### config.mk
export PLATFORM = sky130hd
export DESIGN_NAME = uart_pkt_tx
export DESIGN_NICKNAME = d
export VERILOG_FILES = /design/src/rtl/uart_pkt_tx.sv
export SDC_FILE = /design/constraint.sdc
export NUM_CORES = 1
export LEC_CHECK = 0
export BUFFER_PORTS_ARGS = -buffer_cell sky130_fd_sc_hd__buf_2
export CORE_UTILIZATION = 50
export DETAILED_ROUTE_END_ITERATION = 10
export PLACE_DENSITY_LB_ADDON = 0.12
export RECOVER_POWER = 25
export SLEW_MARGIN = 15
export SYNTH_ARGS = -nofsm -noshare
export SYNTH_HDL_FRONTEND = slang
export SYNTH_SLANG_ARGS = --single-unit
### constraint.sdc
create_clock -name clk -period 3.8 [get_ports clk]
set_clock_uncertainty 0.05 [all_clocks]
set_input_delay 0.19 -clock clk [delete_from_list [all_inputs] [get_ports clk]]
set_output_delay 0.19 -clock clk [all_outputs]
set_load 0.01 [all_outputs]
### src/rtl/uart_pkt_tx.sv
// uart_pkt_tx: buffers payload bytes in a FIFO and, on send, frames them for a
// byte-oriented UART transmitter as SOF, LEN, payload..., CHK where
// CHK = (LEN + sum of payload) mod 256.
//
// Ports
//   clk        system clock, rising edge
//   rst        asynchronous active-low reset
//   wr_en      push wr_data into the payload FIFO (dropped when full)
//   wr_data    payload byte
//   send       request one packet of all bytes buffered at that moment
//   tx_done    pulse from the UART: current byte finished
//   tx_start   pulse to the UART: start sending data_in
//   data_in    byte presented to the UART, held until tx_done
//   count      bytes currently buffered
//   full       count == DEPTH
//   busy       packet in progress
//   pkt_done   pulse when the CHK byte has been sent
//   err_empty  pulse when send arrived with an empty buffer
//
// state | meaning
// ------+-----------------------------------------------------------
// IDLE  | no packet; accepts send
// START | tx_start high for this cycle; payload pop happens here
// WAIT  | byte on the wire, waiting for tx_done
//
// field | byte being sent
// ------+-----------------------------------------------------------
// SOF   | start-of-frame constant
// LEN   | latched packet length
// PAY   | payload bytes, rem_q counts those still to send
// CHK   | running checksum
module uart_pkt_tx #(
    parameter int         DEPTH = 16,
    parameter logic [7:0] SOF   = 8'hA5
) (
    input  logic                   clk,
    input  logic                   rst,
    input  logic                   wr_en,
    input  logic [7:0]             wr_data,
    input  logic                   send,
    input  logic                   tx_done,
    output logic                   tx_start,
    output logic [7:0]             data_in,
    output logic [$clog2(DEPTH):0] count,
    output logic                   full,
    output logic                   busy,
    output logic                   pkt_done,
    output logic                   err_empty
);

    localparam int AW = $clog2(DEPTH);
    localparam logic [AW-1:0] PTR_ONE = 1;
    localparam logic [AW:0]   CNT_ONE = 1;
    localparam logic [AW:0]   DEPTH_C = (AW+1)'(DEPTH);

    typedef enum logic [1:0] {S_IDLE, S_START, S_WAIT} state_t;
    typedef enum logic [1:0] {F_SOF, F_LEN, F_PAY, F_CHK} field_t;

    logic [7:0]    mem [DEPTH];

    state_t        state_q, state_d;
    field_t        field_q, field_d;
    logic [AW-1:0] wr_ptr_q, wr_ptr_d;
    logic [AW-1:0] rd_ptr_q, rd_ptr_d;
    logic [AW:0]   count_q, count_d;
    logic [AW:0]   len_q, len_d;
    logic [AW:0]   rem_q, rem_d;
    logic [7:0]    chk_q, chk_d;
    logic [7:0]    data_in_q, data_in_d;
    logic          tx_start_q, tx_start_d;
    logic          busy_q, busy_d;
    logic          pkt_done_q, pkt_done_d;
    logic          err_empty_q, err_empty_d;
    logic          full_q, full_d;

    logic          push, pop;
    logic [7:0]    head;

    assign tx_start  = tx_start_q;
    assign data_in   = data_in_q;
    assign count     = count_q;
    assign full      = full_q;
    assign busy      = busy_q;
    assign pkt_done  = pkt_done_q;
    assign err_empty = err_empty_q;

    always_ff @(posedge clk) begin
        if (push) begin
            mem[wr_ptr_q] <= wr_data;
        end
    end

    always_comb begin
        push = wr_en && !full_q;
        pop  = (state_q == S_START) && (field_q == F_PAY);
        head = mem[rd_ptr_q];

        wr_ptr_d = push ? wr_ptr_q + PTR_ONE : wr_ptr_q;
        rd_ptr_d = pop  ? rd_ptr_q + PTR_ONE : rd_ptr_q;
        case ({push, pop})
            2'b10:   count_d = count_q + CNT_ONE;
            2'b01:   count_d = count_q - CNT_ONE;
            default: count_d = count_q;
        endcase

        state_d     = state_q;
        field_d     = field_q;
        len_d       = len_q;
        rem_d       = rem_q;
        chk_d       = chk_q;
        data_in_d   = data_in_q;
        tx_start_d  = 1'b0;
        pkt_done_d  = 1'b0;
        err_empty_d = 1'b0;

        case (state_q)
            S_IDLE: begin
                // The pkt_done cycle still counts as the tail of the previous
                // packet, so a send landing there is ignored.
                if (send && !pkt_done_q) begin
                    if (count_q != '0) begin
                        len_d      = count_q;
                        rem_d      = count_q;
                        chk_d      = 8'h00;
                        field_d    = F_SOF;
                        data_in_d  = SOF;
                        tx_start_d = 1'b1;
                        state_d    = S_START;
                    end else begin
                        err_empty_d = 1'b1;
                    end
                end
            end
            S_START: begin
                state_d = S_WAIT;
            end
            S_WAIT: begin
                if (tx_done) begin
                    case (field_q)
                        F_SOF: begin
                            field_d    = F_LEN;
                            data_in_d  = 8'(len_q);
                            chk_d      = chk_q + 8'(len_q);
                            tx_start_d = 1'b1;
                            state_d    = S_START;
                        end
                        F_LEN, F_PAY: begin
                            // LEN >= 1, so LEN always leads to at least one payload byte.
                            if (field_q == F_PAY && rem_q == '0) begin
                                field_d   = F_CHK;
                                data_in_d = chk_q;
                            end else begin
                                // head is the byte popped in the coming START cycle
                                field_d   = F_PAY;
                                data_in_d = head;
                                chk_d     = chk_q + head;
                                rem_d     = rem_q - CNT_ONE;
                            end
                            tx_start_d = 1'b1;
                            state_d    = S_START;
                        end
                        F_CHK: begin
                            pkt_done_d = 1'b1;
                            state_d    = S_IDLE;
                        end
                        default: state_d = S_IDLE;
                    endcase
                end
            end
            default: state_d = S_IDLE;
        endcase

        busy_d = (state_d != S_IDLE);
        full_d = (count_d == DEPTH_C);
    end

    always_ff @(posedge clk or negedge rst) begin
        if (!rst) begin
            state_q     <= S_IDLE;
            field_q     <= F_SOF;
            wr_ptr_q    <= '0;
            rd_ptr_q    <= '0;
            count_q     <= '0;
            len_q       <= '0;
            rem_q       <= '0;
            chk_q       <= 8'h00;
            data_in_q   <= 8'h00;
            tx_start_q  <= 1'b0;
            busy_q      <= 1'b0;
            pkt_done_q  <= 1'b0;
            err_empty_q <= 1'b0;
            full_q      <= 1'b0;
        end else begin
            state_q     <= state_d;
            field_q     <= field_d;
            wr_ptr_q    <= wr_ptr_d;
            rd_ptr_q    <= rd_ptr_d;
            count_q     <= count_d;
            len_q       <= len_d;
            rem_q       <= rem_d;
            chk_q       <= chk_d;
            data_in_q   <= data_in_d;
            tx_start_q  <= tx_start_d;
            busy_q      <= busy_d;
            pkt_done_q  <= pkt_done_d;
            err_empty_q <= err_empty_d;
            full_q      <= full_d;
        end
    end

endmodule

==> results.ini, run 1 <==
[flow_run]
maxCapViolCount=0

[hold_path]
hold_path_end=err_empty
min-delay-start=send
whs_path_depth=3
hold_path.class=primary input to flip-flop

[sta]
worstMarginPinSlew_ns=0.7358
finalCriticalPeriod_ns=3.547
fmax_ghz=0.2819
slew_violations=0
slew_headroom_pct=50.94
setup_ws_ns=0.2530
finalSetupTns_ns=0
setup_viol=0
rsz0062_at_grt=false
fin_crit_sh_pct=93.34
hold_viol=0

[setup_path]
crit_path_end_kind=flip-flop
r2r-start=rd_ptr_q[0]
required_ns=4.07
crit_top_cell=a21oi_1
critical_path.max_stage_delay_ns=0.49
ff2ff_setup_slack_ns=0.25
critPathKind=flip-flop to flip-flop
critical_path_arrival_ns=3.82
cp_max_fo=6
path_cells=buf_4 > buf_4 > mux4_2 > a211oi_1 > a21oi_1 > mux2_2 > fa_1 > a21o_1 > a21oi_1 > o21bai_1 > a21oi_1 > xnor2_1 > a22o_1
reg2reg_depth=13
crit_slowest_cell=mux4_2
r2r-end=chk_q[6]
cp-start-kind=flip-flop

[yosys]
synth.distinct_cells=54
synth_ff_type=edfxtp_1
syn_nets=516
synth_warnings=0
ys_seq_area_share_pct=65.89
synth.cell_area_um2=7656
synth_edf_count=128
synth_area_per_cell_um2=15.88
synth_seq_cells=176
ys_async_sr_fraction_pct=27.27
syn_inst=482

[clock_tree]
clock_latency_ns=0.43
cts_tree=done
clk_pin_slew_ns=0.07
clockBufferDepth=2
htree_levels=4
cts.root.buffer_cell=clkbuf_16
cts_made_buffers=17
cts_sinks=176

[pwr]
ir_drop_uv=383.7
p_per_area_nw_per_um2=759.5
power.static_leakage_nw=3.165

[status]
outcome=complete, no violations

[detailed_routing]
routed_wl_mm=14.76
wl_met1_mm=6.624
wire_per_inst_um=20.35
wl_met3_um=562
dr.first_iter.drc_count=257
dr.pass1.iters=4
wl_met2_mm=7.358
num_vias=4133
final_antenna_net_count=0
drc=0
avgViaCountPerCell=5.701
top_layer=met4

[floorplan]
die_y_um=125.7
boundaryPins=31
fp.dieW_um=125.7
coreArea_um2=14750
die-area_um2=15810
fp-row-count=44
start_util_pct=51.89

[global_routing]
grt-ovfl-total=0
grt_pass1_vias=4212
antenna_found_initial=0
grt_max_degree=49
grt_use_total_pct=20.35
grt_pass1_wl_mm=23.37

[finish]
diodes=0
fin_util_pct=58.62
final_cell_mix=edfxtp_1 (128), dfrtp_1 (47), mux4_2 (35)
final_common_cell=edfxtp_1
drive_gt1_share_pct=21.81
area_growth_pct=12.98
fin_nets=562

[place]
dp_hpwl_mm=10.06
gp_congestion=0.7979
dp_slack_ns=0.1742
io_buffers=30

[metal layers]
metal | vias up | track usage [%]
li1 | 1951 | -
met1 | 2074 | 27.22
met2 | 92 | 32.94
met3 | 16 | 3.738
met4 | 0 | 8.859
met5 | - | 0
[state kept, by name (all words and copies together) (netlist names)]
register,flops
err_empty,1
tx_start,1
state_q,2
rd_ptr_q,4
data_in,8
chk_q,8
count,5
len_q,5
field_q,2
rem_q,5
busy,1
wr_ptr_q,4
mem,128
pkt_done,1
full,1
[layout make-up]
class                   count  area (um2)
repair buffers             48       292.8
clock inverters            15       147.6
multi-input cells         273        2460
clock buffers              17       425.4
flip-flops and latches    176        5049
inverters                  12       45.04
well taps                 184       230.2
fillers                  1135        6105
[power breakdown]
part | internal, W | total (W) | switching [W]
Sequential | 0.00242 | 0.00269 | 0.000272
Combinational | 0.00106 | 0.00222 | 0.00116
Clock | 0.000869 | 0.00166 | 0.000791
Total | 0.00434 | 0.00657 | 0.00223
[repair_timing]
action	CTS	global route
buffers inserted	0	4
hold endpoints to repair	49	0
hold buffers	2	0
setup endpoints to repair	0	1
gates resized for setup	0	1
[metrics by stage]
| step | hold WS [ns] | std cells | power, W | instance area (um2) |
|---|---|---|---|---|
| after floorplan | -0.1556 | 482 | 0.004314 | 7656 |
| after global placement | 0.2740 | 687 | 0.004877 | 8034 |
| after detailed placement | 0.2833 | 687 | 0.004934 | 8034 |
| after CTS | 0.07538 | 721 | 0.006601 | 8627 |
| after global routing | 0.1093 | 725 | 0.006970 | 8650 |
| final | 0.1221 | 725 | 0.006569 | 8650 |
[synthesized netlist by cell type (2+ instances only)]
| library cell | count | area, um2 |
|---|---|---|
| nand2b_1 | 3 | 18.77 |
| xnor2_1 | 13 | 113.9 |
| o21ai_1 | 13 | 65.06 |
| nor2b_1 | 9 | 56.30 |
| nor3b_1 | 2 | 15.01 |
| a22o_1 | 7 | 61.31 |
| inv_1 | 10 | 37.54 |
| clkbuf_1 | 11 | 41.29 |
| a32oi_1 | 3 | 26.28 |
| nand2_1 | 25 | 93.84 |
| dfrtp_1 | 48 | 1201 |
| o22ai_1 | 3 | 18.77 |
| mux2i_1 | 6 | 60.06 |
| xor2_1 | 5 | 43.79 |
| o21ai_0 | 4 | 20.02 |
| nand3_1 | 5 | 25.02 |
| and3_1 | 2 | 12.51 |
| nand4_1 | 3 | 18.77 |
| o21ai_2 | 2 | 17.52 |
| mux2_1 | 4 | 45.04 |
| a21oi_1 | 25 | 125.1 |
| nor2_1 | 23 | 86.33 |
| a211oi_1 | 6 | 45.04 |
| buf_1 | 3 | 11.26 |
| buf_2 | 4 | 20.02 |
| a221o_1 | 3 | 30.03 |
| inv_2 | 2 | 7.510 |
| ha_1 | 20 | 250.2 |
| mux4_2 | 35 | 788.3 |
| a21boi_1 | 2 | 15.01 |
| buf_6 | 3 | 33.78 |
| o21bai_1 | 3 | 22.52 |
| mux2_2 | 5 | 56.30 |
| nor3_1 | 5 | 25.02 |
| and2_1 | 19 | 118.9 |
| edfxtp_1 | 128 | 3844 |
[worst max-delay path: cells and delay by family, from the launching register on]
family,cells,cell delay [ns]
adders and majority gates,1,0.43
buffers and inverters,2,0.30
DFF,1,0.47
AOI/OAI and AO/OA,7,1.24
muxes,2,0.83
xor gates and xnor gates,1,0.09
[how the worst max path moves through the flow]
| stage | to | startpoint | slack (ns) |
|---|---|---|---|
| 2_1_floorplan | chk_q[6] | rd_ptr_q[0] | 0.41 |
| 6_report | chk_q[6] | rd_ptr_q[0] | 0.25 |
| 3_5_place_dp | chk_q[7] | rd_ptr_q[0] | 0.17 |
| 3_3_place_gp | chk_q[7] | rd_ptr_q[0] | 0.23 |
| 5_1_grt | chk_q[7] | rd_ptr_q[0] | 0.07 |
| 4_1_cts | chk_q[7] | rd_ptr_q[0] | 0.15 |
[cells by family after synthesis]
group,Yosys count,share of synthesized area [%]
flops,176,65.89
fa+ha+maj,21,3.530
xor+xnor,18,2.059
mux,50,12.40
buf+inv,33,1.978
simple gates,103,6.978
compound gates,81,7.158
Note: power is estimated with default switching activity, not from simulation.
==> run 2: changes to the inputs <==
Settings changed: CELL_PAD_IN_SITES_DETAIL_PLACEMENT set to 1, CELL_PAD_IN_SITES_GLOBAL_PLACEMENT set to 2, CORE_UTILIZATION 50 to 46.
==> run 2 against run 1 <==
Clock-buffer cell count unchanged. Sequential share of layout area decreased by 0.20 points. Combinational power increased by 3%. Die area increased by 8.6%. Register-to-register slack about the same. Critical path type unchanged.
==> results.ini, run 2 (synthesis results as in run 1) <==
[pwr]
ir_drop_uv=372.1  ; -3.0%
p_per_area_nw_per_um2=772.9  ; +1.8%
power.static_leakage_nw=3.171  ; +0.19%
internal-power_w=0.004400  ; +1.3%
p_clk_share_pct=25.6  ; +0.3 points
swShare_pct=34.41  ; +0.51 points
p_sw_w=0.002309  ; +3.7%
seqPwrFrac_pct=40.4  ; -0.5 points
p_comb_share_pct=33.9  ; about the same

[global_routing]
grt_use_total_pct=21.79  ; +1.4 points
grt_pass1_wl_mm=26.43  ; +13%
antenna_found_initial=0  ; unchanged
grt-ovfl-total=0  ; unchanged
grt_pass1_vias=4481  ; +6.4%
grt_max_degree=49  ; unchanged

[place]
io_buffers=30  ; unchanged
dp_hpwl_mm=11.55  ; +15%
gp_congestion=0.7440  ; -6.8%

[detailed_routing]
dr.first_iter.drc_count=253  ; -1.6%
routed_wl_mm=16.88  ; +14%
wire_per_inst_um=22.33  ; +9.7%
dr.pass1.iters=4  ; unchanged
num_vias=4214  ; +2.0%
drc=0  ; unchanged
final_antenna_net_count=0  ; unchanged
avgViaCountPerCell=5.574  ; -2.2%

[setup_path]
crit_path_end_kind=flip-flop
crit_slowest_cell=dfrtp_4
critPathKind=flip-flop to flip-flop
cp-start-kind=flip-flop
crit_top_cell=a21oi_1
critical_path_arrival_ns=3.83  ; about the same
critical_path.max_stage_delay_ns=0.54  ; +0.05 ns
required_ns=4.07  ; about the same
cp_max_fo=12  ; +6
path_cells=buf_12 > mux4_2 > mux2i_1 > a21oi_1 > nand2_1 > o21ai_1 > ha_1 > fa_1 > a21o_1 > a21oi_1 > o21bai_1 > a21oi_1 > xnor2_1 > a22o_1

[sta]
finalCriticalPeriod_ns=3.560  ; +0.01258 ns
slew_headroom_pct=49.58  ; -1.4 points
finalSetupTns_ns=0  ; unchanged
fin_crit_sh_pct=93.67  ; +0.33 points
hold_viol=0  ; unchanged
setup_viol=0  ; unchanged
slew_violations=0  ; unchanged
worstMarginPinSlew_ns=0.7564  ; +0.02051 ns
fmax_ghz=0.2809  ; -0.35%
rsz0062_at_grt=false

[clock_tree]
cts_sinks=176  ; unchanged
clock_latency_ns=0.43  ; about the same
cts.root.buffer_cell=clkbuf_16
cts_made_buffers=17  ; unchanged
htree_levels=4  ; unchanged
cts_tree=done
clk_pin_slew_ns=0.07  ; about the same
clockBufferDepth=2  ; unchanged

[finish]
largest_reg_flops=128  ; unchanged
fin_util_pct=54.05  ; -4.6 points
diodes=0  ; unchanged
final_cell_mix=edfxtp_1 (128), dfrtp_1 (47), mux4_2 (35)
final_common_cell=edfxtp_1
fillers=1531  ; +35%
fin_nets=561  ; -0.18%
regMostFlops=mem
drive_gt1_share_pct=21.67  ; -0.14 points
area_growth_pct=13.37

[floorplan]
fp.dieW_um=131.0  ; +4.2%
die-area_um2=17160  ; +8.6%
fp-row-count=46  ; +4.5%
start_util_pct=47.68  ; -4.2 points
die_y_um=131.0  ; +4.2%
coreArea_um2=16060  ; +8.8%
boundaryPins=31  ; unchanged

[flow_run]
maxCapViolCount=0  ; unchanged

[status]
outcome=complete, no violations

[hold_path]
hold_path.class=primary input to flip-flop

[run 2: cell types whose count changed in the layout (fill, tap and decap cells not counted)]
| cell | delta |
|---|---|
| clkinv_8 | -2 |
| inv_6 | +1 |
| bufinv_16 | +1 |
| clkinvlp_4 | -2 |
| clkinv_1 | +1 |
| dlygate4sd3_1 | -1 |
| clkinv_2 | +1 |
[run 2: power by group through the flow]
stage	clock network [W]	logic, W	registers [W]
after detailed placement	0	0.00224	0.00276
after global routing	0.00182	0.00251	0.00276
after global placement	0	0.00217	0.00274
after floorplan	0	0.00168	0.00263
after CTS	0.00175	0.00225	0.00273
final	0.00172	0.00228	0.00271
[run 2: metal layers]
layer,vias to the layer above,global-route usage (%),wire [um]
li1,1949,-,-
met1,2176,28.58,7760
met2,67,36.01,8357
met3,22,4.112,439
met4,0,8.722,325
met5,-,0,0
[run 2: final timing paths]
kind                       slack, ns          end  cells after the start         from
setup / recovery                0.24     chk_q[6]                     14  rd_ptr_q[0]
hold / removal                  0.03   state_q[1]                      2      tx_done
setup reg to reg                0.24     chk_q[6]                     14  rd_ptr_q[0]
hold reg to reg                 0.46   data_in[1]                      1   data_in[1]
max in group asynchronous       2.85  rd_ptr_q[0]                      3          rst
min in group asynchronous       0.34     chk_q[5]                      3          rst
[run 2: metrics by stage]
| step | worst slack (ns) | std cells | area [um2] | hold WS (ns) | power [W] |
|---|---|---|---|---|---|
| final | 0.2404 | 756 | 8680 | 0.02607 | 0.006709 |
| after global routing | 0.005922 | 756 | 8680 | 0.01963 | 0.007093 |
| after CTS | 0.05451 | 750 | 8642 | 0.006596 | 0.006731 |
| after detailed placement | 0.1152 | 717 | 8059 | 0.2926 | 0.005002 |
| after global placement | 0.2158 | 717 | 8059 | 0.2844 | 0.004908 |
| after floorplan | 0.4074 | 482 | 7656 | -0.1556 | 0.004314 |
[run 2: timing repair]
action | in CTS | in global routing
resized for setup | 0 | 1
hold endpoints to repair | 48 | 0
endpoints found under the setup margin | 0 | 2
hold buffers | 1 | 0
buffers inserted | 0 | 6
[run 2: area by class of cell]
| cell class | instances | area, um2 | share of cell area (%) |
|---|---|---|---|
| clock inverter | 15 | 147.6 | 1.701 |
| timing repair buffer | 47 | 282.8 | 3.258 |
| clock buffer | 17 | 425.4 | 4.901 |
| inverter | 12 | 45.04 | 0.5190 |
| sequential | 176 | 5049 | 58.17 |
| tap | 216 | 270.3 | 3.114 |
| multi-input combinational | 273 | 2460 | 28.34 |
[run 2: critical path: cells and delay by family, from the launching register on]
| kind | cells | cell delay [ns] |
|---|---|---|
| fa+ha+maj | 2 | 0.62 |
| compound gates | 7 | 1.13 |
| xor+xnor | 1 | 0.09 |
| mux | 2 | 0.73 |
| buf+inv | 1 | 0.19 |
| simple gates | 1 | 0.12 |
| flops | 1 | 0.54 |
